$ cat config.mk
export PLATFORM = sky130hd
export DESIGN_NAME = cp0_int_ctrl_flat
export DESIGN_NICKNAME = d
export VERILOG_FILES = /design/src/rtl/cp0_pkg.sv /design/src/rtl/cp0_int_ctrl_if.sv /design/src/rtl/cp0_req_arb.sv /design/src/rtl/cp0_int_ctrl.sv /design/src/flat_wrapper.sv
export SDC_FILE = /design/constraint.sdc
export NUM_CORES = 1
export LEC_CHECK = 0
export BUFFER_PORTS_ARGS = -buffer_cell sky130_fd_sc_hd__buf_2
export CORE_ASPECT_RATIO = 0.75
export CORE_MARGIN = 10
export CORE_UTILIZATION = 40
export DETAILED_ROUTE_END_ITERATION = 6
export GPL_ROUTABILITY_DRIVEN = 0
export PLACE_DENSITY = 0.69
export SYNTH_ARGS = -nofsm -noshare
export SYNTH_HDL_FRONTEND = slang
export SYNTH_SLANG_ARGS = --single-unit
$ cat constraint.sdc
create_clock -name clk -period 3.5 [get_ports clk]
set_clock_uncertainty 0.2 [all_clocks]
set_input_delay 0.35 -clock clk [delete_from_list [all_inputs] [get_ports clk]]
set_output_delay 0.35 -clock clk [all_outputs]
set_load 0.03 [all_outputs]
$ cat src/rtl/cp0_pkg.sv
// Shared constants for the CP0 interrupt/exception responder: register
// indices, field positions, exception codes and the EPC target helper.
package cp0_pkg;

  localparam int unsigned NUM_HWINT = 6;

  // mfc0/mtc0 register indices
  localparam logic [4:0] REG_SR    = 5'd12;
  localparam logic [4:0] REG_CAUSE = 5'd13;
  localparam logic [4:0] REG_EPC   = 5'd14;
  localparam logic [4:0] REG_PRID  = 5'd15;

  // Field positions within SR and Cause
  localparam int unsigned IM_LSB  = 10;
  localparam int unsigned IP_LSB  = 10;
  localparam int unsigned EXL_BIT = 1;
  localparam int unsigned IE_BIT  = 0;
  localparam int unsigned BD_BIT  = 31;
  localparam int unsigned EXC_LSB = 2;
  localparam int unsigned EXC_W   = 5;

  // Exception codes
  localparam logic [4:0] EXC_INT  = 5'd0;
  localparam logic [4:0] EXC_ADEL = 5'd4;
  localparam logic [4:0] EXC_ADES = 5'd5;
  localparam logic [4:0] EXC_RI   = 5'd10;
  localparam logic [4:0] EXC_OV   = 5'd12;

  // Word-aligned PC of the faulting instruction, or of its branch when the
  // instruction sits in a delay slot. Wraps modulo 2^32.
  function automatic logic [31:0] epc_target(input logic [31:0] pc, input logic bd);
    logic [31:0] pc_al;
    pc_al = {pc[31:2], 2'b00};
    return bd ? (pc_al - 32'd4) : pc_al;
  endfunction

endpackage

$ cat src/rtl/cp0_int_ctrl_if.sv
// Pipeline <-> CP0 signal bundle. The pipeline drives as master; the CP0
// block responds as slave.
interface cp0_int_ctrl_if #(
  parameter int unsigned HWINT_W = cp0_pkg::NUM_HWINT
);
  logic [4:0]         A1;
  logic [4:0]         A2;
  logic [31:0]        Din;
  logic               WE;
  logic [31:0]        PC;
  logic               BD;
  logic [4:0]         ExcCode;
  logic [HWINT_W-1:0] HWInt;
  logic               EXLClr;
  logic               Req;
  logic [31:0]        EPC;
  logic [31:0]        Dout;

  modport master (
    output A1, A2, Din, WE, PC, BD, ExcCode, HWInt, EXLClr,
    input  Req, EPC, Dout
  );

  modport slave (
    input  A1, A2, Din, WE, PC, BD, ExcCode, HWInt, EXLClr,
    output Req, EPC, Dout
  );
endinterface

$ cat src/rtl/cp0_req_arb.sv
// Combinational request arbiter: decides whether an interrupt or internal
// exception is taken this cycle and which ExcCode gets latched.
module cp0_req_arb
  import cp0_pkg::*;
#(
  parameter int unsigned HWINT_W = NUM_HWINT
) (
  input  logic [HWINT_W-1:0] hwint,
  input  logic [HWINT_W-1:0] im,
  input  logic               ie,
  input  logic               exl,
  input  logic [4:0]         exc_code,
  output logic               int_req,
  output logic               exc_req,
  output logic               req,
  output logic [4:0]         sel_code
);

  // Raw IRQ lines feed straight through for zero-cycle interrupt latency;
  // interrupts take priority over a pending internal exception.
  always_comb begin
    int_req  = (|(hwint & im)) & ie & ~exl;
    exc_req  = (exc_code != EXC_INT) & ~exl;
    req      = int_req | exc_req;
    sel_code = int_req ? EXC_INT : exc_code;
  end

endmodule

$ cat src/rtl/cp0_int_ctrl.sv
// CP0 interrupt/exception responder: SR/Cause/EPC/PRId register file,
// update priority (taken request > mtc0 / eret) and mfc0 read mux.
module cp0_int_ctrl
  import cp0_pkg::*;
#(
  parameter logic [31:0] PRID    = 32'h1234_5678,
  parameter int unsigned HWINT_W = NUM_HWINT
) (
  input logic          clk,
  input logic          reset,
  cp0_int_ctrl_if.slave bus
);

  // SR fields
  logic [HWINT_W-1:0] im_q, im_d;
  logic               exl_q, exl_d;
  logic               ie_q, ie_d;
  // Cause fields
  logic               bd_q, bd_d;
  logic [HWINT_W-1:0] ip_q, ip_d;
  logic [4:0]         exc_q, exc_d;
  // EPC
  logic [31:0]        epc_q, epc_d;

  logic               int_req;
  logic               exc_req;
  logic               req;
  logic [4:0]         sel_code;
  logic [31:0]        sr_rd;
  logic [31:0]        cause_rd;
  logic [31:0]        dout;

  cp0_req_arb #(
    .HWINT_W (HWINT_W)
  ) u_req_arb (
    .hwint    (bus.HWInt),
    .im       (im_q),
    .ie       (ie_q),
    .exl      (exl_q),
    .exc_code (bus.ExcCode),
    .int_req  (int_req),
    .exc_req  (exc_req),
    .req      (req),
    .sel_code (sel_code)
  );

  // Next-state: a taken request overrides mtc0 and eret; eret beats mtc0 on EXL.
  always_comb begin
    im_d  = im_q;
    exl_d = exl_q;
    ie_d  = ie_q;
    bd_d  = bd_q;
    exc_d = exc_q;
    epc_d = epc_q;
    ip_d  = bus.HWInt;  // IP tracks the lines every edge, unconditionally

    if (req) begin
      exl_d = 1'b1;
      exc_d = sel_code;
      bd_d  = bus.BD;
      epc_d = epc_target(bus.PC, bus.BD);
    end else begin
      if (bus.WE && (bus.A2 == REG_SR)) begin
        im_d  = bus.Din[IM_LSB +: HWINT_W];
        exl_d = bus.Din[EXL_BIT];
        ie_d  = bus.Din[IE_BIT];
      end
      if (bus.WE && (bus.A2 == REG_EPC)) begin
        epc_d = {bus.Din[31:2], 2'b00};
      end
      if (bus.EXLClr) begin
        exl_d = 1'b0;
      end
    end
  end

  // State registers with asynchronous active-low clear.
  always_ff @(posedge clk or negedge reset) begin
    if (!reset) begin
      im_q  <= '0;
      exl_q <= 1'b0;
      ie_q  <= 1'b0;
      bd_q  <= 1'b0;
      ip_q  <= '0;
      exc_q <= '0;
      epc_q <= '0;
    end else begin
      im_q  <= im_d;
      exl_q <= exl_d;
      ie_q  <= ie_d;
      bd_q  <= bd_d;
      ip_q  <= ip_d;
      exc_q <= exc_d;
      epc_q <= epc_d;
    end
  end

  // mfc0 read mux; unimplemented bits and unmapped indices read as zero.
  always_comb begin
    sr_rd                        = '0;
    sr_rd[IM_LSB +: HWINT_W]     = im_q;
    sr_rd[EXL_BIT]               = exl_q;
    sr_rd[IE_BIT]                = ie_q;

    cause_rd                     = '0;
    cause_rd[BD_BIT]             = bd_q;
    cause_rd[IP_LSB +: HWINT_W]  = ip_q;
    cause_rd[EXC_LSB +: EXC_W]   = exc_q;

    case (bus.A1)
      REG_SR:    dout = sr_rd;
      REG_CAUSE: dout = cause_rd;
      REG_EPC:   dout = epc_q;
      REG_PRID:  dout = PRID;
      default:   dout = '0;
    endcase
  end

  assign bus.Req  = req;
  assign bus.EPC  = epc_q;
  assign bus.Dout = dout;

  // Bits that no register field stores, plus arbiter detail not needed here.
  logic unused_bits;
  assign unused_bits = ^{bus.Din[31:IM_LSB+HWINT_W], bus.Din[IM_LSB-1:2], bus.PC[1:0],
                         int_req, exc_req};

endmodule

$ cat src/flat_wrapper.sv
// flat-port wrapper written by rule: the top's interface ports become plain ports
module cp0_int_ctrl_flat import cp0_pkg::*;
#(
  parameter logic [31:0] PRID    = 32'h1234_5678,
  parameter int unsigned HWINT_W = NUM_HWINT
)
  (clk, reset, bus_A1, bus_A2, bus_Din, bus_WE, bus_PC, bus_BD, bus_ExcCode, bus_HWInt, bus_EXLClr, bus_Req, bus_EPC, bus_Dout);
  cp0_int_ctrl_if #(.HWINT_W(HWINT_W)) bus_i ();
  input logic clk;
  input logic reset;
  input wire logic [$bits(bus_i.A1)-1:0] bus_A1;
  input wire logic [$bits(bus_i.A2)-1:0] bus_A2;
  input wire logic [$bits(bus_i.Din)-1:0] bus_Din;
  input wire logic [$bits(bus_i.WE)-1:0] bus_WE;
  input wire logic [$bits(bus_i.PC)-1:0] bus_PC;
  input wire logic [$bits(bus_i.BD)-1:0] bus_BD;
  input wire logic [$bits(bus_i.ExcCode)-1:0] bus_ExcCode;
  input wire logic [$bits(bus_i.HWInt)-1:0] bus_HWInt;
  input wire logic [$bits(bus_i.EXLClr)-1:0] bus_EXLClr;
  output wire logic [$bits(bus_i.Req)-1:0] bus_Req;
  output wire logic [$bits(bus_i.EPC)-1:0] bus_EPC;
  output wire logic [$bits(bus_i.Dout)-1:0] bus_Dout;
  assign bus_i.A1 = bus_A1;
  assign bus_i.A2 = bus_A2;
  assign bus_i.Din = bus_Din;
  assign bus_i.WE = bus_WE;
  assign bus_i.PC = bus_PC;
  assign bus_i.BD = bus_BD;
  assign bus_i.ExcCode = bus_ExcCode;
  assign bus_i.HWInt = bus_HWInt;
  assign bus_i.EXLClr = bus_EXLClr;
  assign bus_Req = bus_i.Req;
  assign bus_EPC = bus_i.EPC;
  assign bus_Dout = bus_i.Dout;
  cp0_int_ctrl #(.PRID(PRID), .HWINT_W(HWINT_W)) u_core (.clk(clk), .reset(reset), .bus(bus_i));
endmodule
==> results.toml, run 1 <==
[setup_path]
start_kind = "input pin"
critPathSlowestCell = "dlygate4sd3_1"
r2r-end = "u_core.im_q[3]"
rr_worst_depth = 4
critical_path_class = "input pin to output port"
path_cells = "dlygate4sd3_1 > buf_2 > a22oi_1 > a311oi_2 > buf_4 > nor2_1 > inv_1 > buf_2"
r2r_slack_ns = 1.08
critPathArrivalTime_ns = 2.30
setup.worst_path.end_class = "output port"
crit_path_frequent_cell = "buf_2"
worstPathRequired_ns = 2.95
reg2reg_from = "u_core.im_q[0]"
crit_fanout = 18
max_stage_delay_ns = 0.52

[sta]
tightest_slew_ns = 1.04
final_hold_viol_count = 0
grt_setup_unrepaired = "no"
finalMaxSlewViolations = 0
finalSetupViolations = 0
relSlewSlack_pct = 30.5
min_period_ns = 2.85
fin_crit_sh_pct = 81.4
setup_tns_ns = 0
clock.fmax_ghz = 0.351

[route]
wl_met1_um = 5290
dr.pass1.iters = 5
route.met2.wl_um = 6190
wl_met3_um = 1170
maxUsedRoutingLayer = "met4"
drtAntennaViolNets = 0
drt_iter0_markers = 346
wl_per_cell_um = 20.1
route.vias.total = 3679
drt_wl_total_um = 12800
drc_errors = 0
routed_via_density = 5.80

[yosys]
ys_seq_elements = 50
synth_ff_type = "dfrtp_1"
ys_warn_count = 0
ys_types = 48
synthArstFlopShare_pct = 100
avgSynthCellArea_um2 = 9.15
post_synth_instance_area_um2 = 3510
synth-edff-count = 0
netlist_instances = 384
yosysSeqAreaShare_pct = 35.6

[clocking]
clkTransAtPathRegs_ns = 0.07
clk_latency_ns = 0.29
htreeDepth = 2
cts_root_buf = "clkbuf_16"
cts_buffer_depth = 2
cts_resized = 0
clkSinkCount = 50
cts_tree = "yes"
cts_buffers = 5
post_cts_buffers = 0

[hold_path]
hold_class = "input pin to flip-flop"
hp-start = "bus_EXLClr"
hold_path_depth = 2
hold_end = "u_core.exl_q"

[power_and_ir_drop]
p_seq_share_pct = 34.2
p_switching_uw = 1330
cellPowerDensity_nw_per_um2 = 646
p_leak_uw = 0.00209
clkPwrFrac_pct = 16.5
p_sw_share_pct = 45.2
power_frac_comb_pct = 49.4
intPower_uw = 1610
ir_drop_mv = 0.434

[global_route]
grt-ovfl-total = 0
grt_usage_pct = 18.7
grt_pass1_vias = 3645
grt_pass1_wl_um = 19800
antenna_found_initial = 0
grt_max_degree = 35

[cells_and_area]
nets = 616
syn2layout_area_growth_pct = 29.4
final_common_cell = "buf_2"
final_cell_mix = "buf_2, dfrtp_1, mux2i_1"
utilization_pct = 53.4
drive_above_1_share_pct = 34.8
diodes = 0
n_fill_cell = 809

[place]
hpwl_um = 10200
port_buffers = 150

[status]
outcome = "finished, final reports clean"

[die]
start_util_pct = 41.2
die_x_um = 128
chipHeight_um = 101
ios = 155
coreArea_um2 = 8530
die-area_um2 = 13000
fp-row-count = 29

[run]
maxCapViolations = 0
## synthesized netlist by cell type, types with 2 or more instances
master,instances,share of area [%]
mux2_2,8,2.6
nor3_1,7,1.0
buf_2,2,0.28
o41ai_1,4,1.0
nor2b_1,6,1.1
nor4bb_1,3,0.85
buf_1,2,0.21
dfrtp_1,50,36
nor4_1,24,4.3
nand2b_1,2,0.36
or4b_1,3,0.85
and3_1,2,0.36
a211oi_1,3,0.64
a21o_1,2,0.43
clkbuf_1,25,2.7
a31oi_1,17,3.0
o21ai_0,11,1.6
a22oi_1,5,1.1
xor2_1,3,0.75
nand3_1,3,0.43
nand2_1,8,0.85
mux2i_1,31,8.8
a21oi_1,7,1.0
buf_4,2,0.43
or4_1,18,3.8
nor4b_1,17,4.2
xnor2_1,9,2.2
inv_1,10,1.1
nor2_1,29,3.1
o31a_1,17,4.2
and2_1,12,2.1
or2_2,5,0.89
o31ai_1,10,2.1
or3_1,11,2.0
nand4b_1,3,0.75
## sequential cells by signal, indices dropped and copies added, names as in the netlist
signal          count
u_core.ip_q         6
u_core.bd_q         1
u_core.exc_q        5
u_core.bus.EPC     30
u_core.im_q         6
u_core.ie_q         1
u_core.exl_q        1
## worst max path at each step
| stage | startpoint | end | slack (ns) | cells past startpoint |
|---|---|---|---|---|
| CTS | bus_HWInt[0] | bus_Req | 0.64 | 8 |
| global placement | bus_PC[6] | u_core.bus.EPC[27] | 0.65 | 5 |
| finish | bus_HWInt[0] | bus_Req | 0.65 | 8 |
| floorplan | bus_ExcCode[1] | bus_Req | 0.86 | 6 |
| global route | bus_HWInt[0] | bus_Req | 0.55 | 8 |
| detailed placement | bus_PC[4] | u_core.bus.EPC[27] | 0.60 | 5 |
## power groups by stage
stage,registers (uW),clock network (uW),logic [uW]
floorplan,1320,0,643
CTS,1000,494,1460
finish,1010,484,1450
global route,1040,516,1560
global placement,1010,0,1430
detailed placement,1010,0,1450
## metal layers
metal	track usage (%)	vias up
met3	4.59	9
met5	0	-
met2	30.7	137
met4	3.45	0
met1	24.6	1767
li1	-	1766
## critical path: cells and delay by family
kind,cells,cell delay (ns)
AND/OR/NAND/NOR,1,0.09
buffers and inverters,5,1.44
AO/OA/AOI/OAI,2,0.42
## logic make-up (layout without fill, tap and decap cells)
family | Yosys count | after routing | share of synthesized area (%)
AO/OA/AOI/OAI | 81 | 81 | 16.3
adder cells (fa/ha/maj) | 1 | 1 | 0.356
flip-flops | 50 | 50 | 35.6
other | 1 | 2 | 0.107
multiplexers | 39 | 39 | 11.4
XOR/XNOR | 12 | 12 | 2.99
AND/OR/NAND/NOR | 158 | 158 | 28.3
buffers and inverters | 42 | 183 | 4.98
## per-stage QoR
step                      power (uW)  hold slack, ns  worst slack [ns]  cell area, um^2  std cells
after global placement          2440           0.149             0.653             4330        619
final                           2940          0.0456             0.650             4550        634
after floorplan                 1960          -0.146             0.860             3520        385
after detailed placement        2470           0.153             0.597             4330        619
after global routing            3120          0.0788             0.546             4550        634
after CTS                       2960          0.0484             0.643             4550        634
## what timing repair did
item | 4_1_cts | 5_1_grt
hold endpoints to repair | 27 | 0
hold buffers | 7 | 0
setup endpoints to repair | 0 | 0
## cell type report
type | instances | area (um^2) | share of cell area (%)
multi-input cells | 293 | 2100 | 46.1
flip-flops and latches | 50 | 1250 | 27.5
clock buffers | 5 | 125 | 2.75
inverters | 10 | 37.5 | 0.825
repair buffers | 165 | 881 | 19.4
well taps | 108 | 135 | 2.97
clock inverters | 3 | 21.3 | 0.468
Note: power is estimated with default switching activity, not from simulation.
==> run 2, diff against run 1 <==
- PLACE_DENSITY: 0.69 -> 0.72
- clock period: 3.5 -> 2.6 ns (I/O delays scaled with it)
==> run 2 against run 1 <==
Sequential cell count is the same. Count of clock-buffer cells in the layout grew 1. Routed wire length grew 3.2%. Final area grew 3.1%. First-iteration DRC count grew 9.0%. Worst setup slack lost 0.52 ns. Combinational power grew 37%. Critical path type unchanged. Die area is the same. Final cell count grew 2.1%. Via count grew 2.0%. Sequential share of layout area shrank 0.83 points. Non-clock buffer count grew 13.
==> results.toml, run 2 (same netlist as run 1, synthesis figures left out) <==
[die]
chipHeight_um = 101
start_util_pct = 41.2
ios = 155
die-area_um2 = 13000
coreArea_um2 = 8530
fp-row-count = 29
die_x_um = 128

[route]
routed_via_density = 5.80
route.vias.total = 3753
drc_errors = 0
drtAntennaViolNets = 0
dr.pass1.iters = 5
wl_per_cell_um = 20.3
drt_wl_total_um = 13200
drt_iter0_markers = 377

[hold_path]
hold_class = "input pin to flip-flop"
hold_path_depth = 2

[cells_and_area]
diodes = 0
final_common_cell = "buf_2"
nets = 629
syn2layout_area_growth_pct = 33.5
drive_above_1_share_pct = 36.2
largest_reg_flops = 30
final_cell_mix = "buf_2, dfrtp_1, mux2i_1"

[sta]
tightest_slew_ns = 0.936
relSlewSlack_pct = 37.5
finalSetupViolations = 0
finalMaxSlewViolations = 0
clock.fmax_ghz = 0.404
setup_tns_ns = 0
final_hold_viol_count = 0
worst_slack_ns = 0.126
fin_crit_sh_pct = 95.2
min_period_ns = 2.47
grt_setup_unrepaired = "no"

[status]
outcome = "finished, final reports clean"

[global_route]
antenna_found_initial = 0
grt_max_degree = 32
grt_usage_pct = 19.3
grt_pass1_vias = 3682
grt_pass1_wl_um = 20300
grt-ovfl-total = 0

[setup_path]
crit_path_frequent_cell = "buf_2"
start_kind = "input pin"
critical_path.top_delay_family = "buffers and inverters"
worst-path-buf-inv = 4
crit_fanout = 13
critPathSlowestCell = "dlygate4sd3_1"
critical_path_class = "input pin to output port"
critPathArrivalTime_ns = 2.01
path_cells = "dlygate4sd3_1 > buf_2 > a22oi_1 > a311oi_2 > nor2_1 > inv_2 > buf_2"
worstPathRequired_ns = 2.14
setup.worst_path.end_class = "output port"
cp.depth = 7
rr_worst_depth = 4
max_stage_delay_ns = 0.55

[power_and_ir_drop]
ir_drop_mv = 0.680
cellPowerDensity_nw_per_um2 = 871
p_leak_uw = 0.00216

[clocking]
cts_buffers = 5
cts_buffer_depth = 2
htreeDepth = 2
clk_latency_ns = 0.29
cts_tree = "yes"
clkSinkCount = 50
clkTransAtPathRegs_ns = 0.07
post_cts_buffers = 0
cts_root_buf = "clkbuf_16"

[place]
hpwl_um = 10400
port_buffers = 150
place_ws_ns = 0.0469

[run]
maxCapViolations = 0
==> run 2: cell types whose count changed in the layout (fill, tap and decap cells not counted), sizes merged <==
cell         previous run  this run
clkbuf                  5         6
buf                   158       169
clkinv                  2         0
dlygate4sd3             7         9
bufinv                  0         1
==> run 2: routing by layer <==
layer / part of all wire (%) / global-route usage [%]
met3: 11 / 5.32
met2: 47 / 31.3
met1: 41 / 25.2
met4: 1.1 / 3.97
met5: 0 / 0
==> run 2: final cells by class <==
type / count / area (um^2)
tap: 108 / 135
sequential: 50 / 1250
multi-input combinational: 293 / 2100
clock buffer: 6 / 129
inverter: 10 / 37.5
clock inverter: 2 / 37.5
timing repair buffer: 178 / 996
fill: 779 / 3840
==> run 2: final timing paths <==
check | start | to | slack (ns)
setup / recovery | bus_HWInt[4] | bus_Req | 0.13
hold / removal | bus_Din[10] | u_core.im_q[0] | 0.02
setup reg to reg | u_core.im_q[3] | u_core.im_q[1] | 0.53
hold reg to reg | u_core.exc_q[2] | u_core.exc_q[2] | 0.28
max in group asynchronous | reset | u_core.bus.EPC[15] | 1.28
min in group asynchronous | reset | u_core.bus.EPC[27] | 0.35
==> run 2: through the flow <==
step	util, %	hold slack, ns	instances	power [uW]	area [um^2]
6_report	55.0	0.0238	647	4080	4690
4_1_cts	54.9	0.0220	647	4100	4680
2_1_floorplan	-	-0.236	385	2640	3520
3_3_place_gp	51.9	0.127	630	3300	4430
3_5_place_dp	51.9	0.135	630	3350	4430
5_1_grt	55.0	0.0253	647	4310	4690
==> run 2: where the power goes <==
part | internal, uW | leakage [uW] | switching [uW]
logic | 718 | 0.00149 | 1270
registers | 1100 | 0.000587 | 264
clock network | 454 | 0.0000771 | 274
==> run 2: timing repair <==
action / 4_1_cts / 5_1_grt
setup endpoints to repair: 0 / 8
hold endpoints to repair: 32 / 0
resized for setup: 0 / 2
hold buffers: 9 / 0
==> run 3, diff against run 2 <==
- PLACE_DENSITY: 0.72 -> 0.7
- SYNTH_HIERARCHICAL: not set -> 1
- clock period: 2.6 -> 2.39 ns (I/O delays scaled with it)
==> run 3 against run 2 <==
Worst setup slack got worse by 0.0075 ns. Critical endpoint unchanged. Final area fell by 2.0%. Largest power group unchanged. Power fell by 1.2%. Largest cell class unchanged.
==> results.toml, run 3 <==
[yosys]
synth_most_common_cell = "dfrtp_1"
ys_seq_elements = 50
synth_top_area_cell = "dfrtp_1"
avgSynthCellArea_um2 = 8.79
synth_area_leaders = "dfrtp_1, a211oi_1, and3_1"
synth_top_area_share_pct = 37.4
ys_warn_count = 6
synth_commonest_cells = "dfrtp_1, nor2_1, a211oi_1"
synthArstFlopShare_pct = 100
synth-edff-count = 0
synth_ff_type = "dfrtp_1"
post_synth_instance_area_um2 = 3350
yosysSeqAreaShare_pct = 37.4
netlist_instances = 381
ys_types = 50

[clocking]
clkTransAtPathRegs_ns = 0.09
cts_buffer_depth = 2
cts_tree = "yes"
cts_buffers = 5
cts_root_buf = "clkbuf_8"
htreeDepth = 2
clk_latency_ns = 0.30
clkSinkCount = 50

[die]
chipHeight_um = 99.2
die_x_um = 126
coreArea_um2 = 8020
start_util_pct = 41.7
fp-row-count = 28
die-area_um2 = 12500
ios = 155

[hold_path]
hold_class = "input pin to flip-flop"

[route]
drtAntennaViolNets = 0
wl_per_cell_um = 19.5
routed_via_density = 5.67
route.vias.total = 3751
drt_wl_total_um = 12900
drc_errors = 0
dr.pass1.iters = 4
drt_iter0_markers = 287

[sta]
grt_setup_unrepaired = "no"
fin_hold_ws_ns = 0.0190
finalMaxSlewViolations = 0
min_period_ns = 2.27
setup_tns_ns = 0
finalSetupViolations = 0
clock.fmax_ghz = 0.440
relSlewSlack_pct = 55.5
final_hold_viol_count = 0
worst_slack_ns = 0.118
tightest_slew_ns = 0.667
fin_crit_sh_pct = 95.0

[place]
dp.cells = 640
hpwl_um = 10100
place_ws_ns = 0.137
port_buffers = 150

[setup_path]
start_kind = "flip-flop"
critical_path_class = "flip-flop to output port"
path_cells = "a22oi_2 > a311oi_4 > or2_2 > buf_4 > buf_2"
critPathSlowestCell = "dfrtp_1"
setup.worst_path.end_class = "output port"
crit_fanout = 7
max_stage_delay_ns = 0.40
critPathArrivalTime_ns = 1.83
worstPathRequired_ns = 1.95

[cells_and_area]
final_cell_mix = "buf_2, dfrtp_1, nor2_1"
nets = 648
syn2layout_area_growth_pct = 37.3
instances_no_fill = 662
drive_above_1_share_pct = 37.2
final_common_cell = "buf_2"
largest_reg_flops = 30

[power_and_ir_drop]
ir_drop_mv = 0.638
p_leak_uw = 0.00218
cellPowerDensity_nw_per_um2 = 878
power_uw = 4040

[global_route]
antenna_found_initial = 1
grt_max_degree = 51
grt_usage_pct = 19.3
grt-ovfl-total = 0
grt_pass1_vias = 3797
grt_pass1_wl_um = 19700

[status]
outcome = "finished, final reports clean"

[run]
maxCapViolations = 0
run 3: through the flow:
step           instance area (um^2)  util, %
3_5_place_dp                   4360     54.3
6_report                       4600     57.3
3_3_place_gp                   4360     54.3
4_1_cts                        4590     57.2
5_1_grt                        4590     57.3
2_1_floorplan                  3350        -
run 3: path summary, 6_finish.rpt:
| kind | from | end | slack, ns | cells after the start |
|---|---|---|---|---|
| max | u_core/im_q[1] | bus_Req | 0.12 | 5 |
| min | bus_PC[21] | u_core/bus.EPC[21] | 0.02 | 3 |
| max reg2reg | u_core/im_q[1] | u_core/im_q[4] | 0.18 | 6 |
| min reg2reg | u_core/exc_q[1] | u_core/exc_q[1] | 0.31 | 1 |
| max in group asynchronous | reset | u_core/bus.EPC[2] | 1.16 | 3 |
| min in group asynchronous | reset | u_core/ip_q[0] | 0.39 | 3 |
run 3: cell families after synthesis:
| group | share of synthesized area [%] |
|---|---|
| other | 0.112 |
| buffers and inverters | 3.74 |
| and+or+nand+nor | 29.1 |
| adders and majority gates | 0.374 |
| xor gates and xnor gates | 3.14 |
| AOI/OAI and AO/OA | 19.4 |
| muxes | 6.76 |
| DFF | 37.4 |
run 3: routing by layer:
| layer | routed length (um) | part of all wire, % | vias up | track usage [%] |
|---|---|---|---|---|
| met5 | 7 | 0.054 | - | 0 |
| met1 | 5430 | 42 | 1775 | 24.8 |
| met3 | 1320 | 10 | 17 | 5.52 |
| met4 | 218 | 1.7 | 2 | 5.57 |
| li1 | - | - | 1783 | - |
| met2 | 5910 | 46 | 174 | 30.9 |
run 3: power by group:
part | internal [uW] | total, uW | switching [uW]
sequential | 1200 | 1480 | 284
clock | 224 | 502 | 278
combinational | 758 | 2050 | 1300
run 3: layout make-up:
class,count,area [um^2]
fill,757,3430
multi-input combinational,301,1980
sequential,50,1250
timing repair buffer,193,1120
tap,105,131
clock buffer,6,82.6
inverter,6,22.5
antenna,1,2.50
run 3: what timing repair did:
item | in CTS | in global routing
buffers inserted | 0 | 0
hold buffers | 15 | 0
setup endpoints to repair | 0 | 1
endpoints found under the hold margin | 64 | 0
resized for setup | 0 | 1
run 3: worst max-delay path: cells and delay by family, from the launching register on:
family / cells / cell delay, ns
buf+inv: 2 / 0.36
compound gates: 2 / 0.41
flops: 1 / 0.40
simple gates: 1 / 0.37
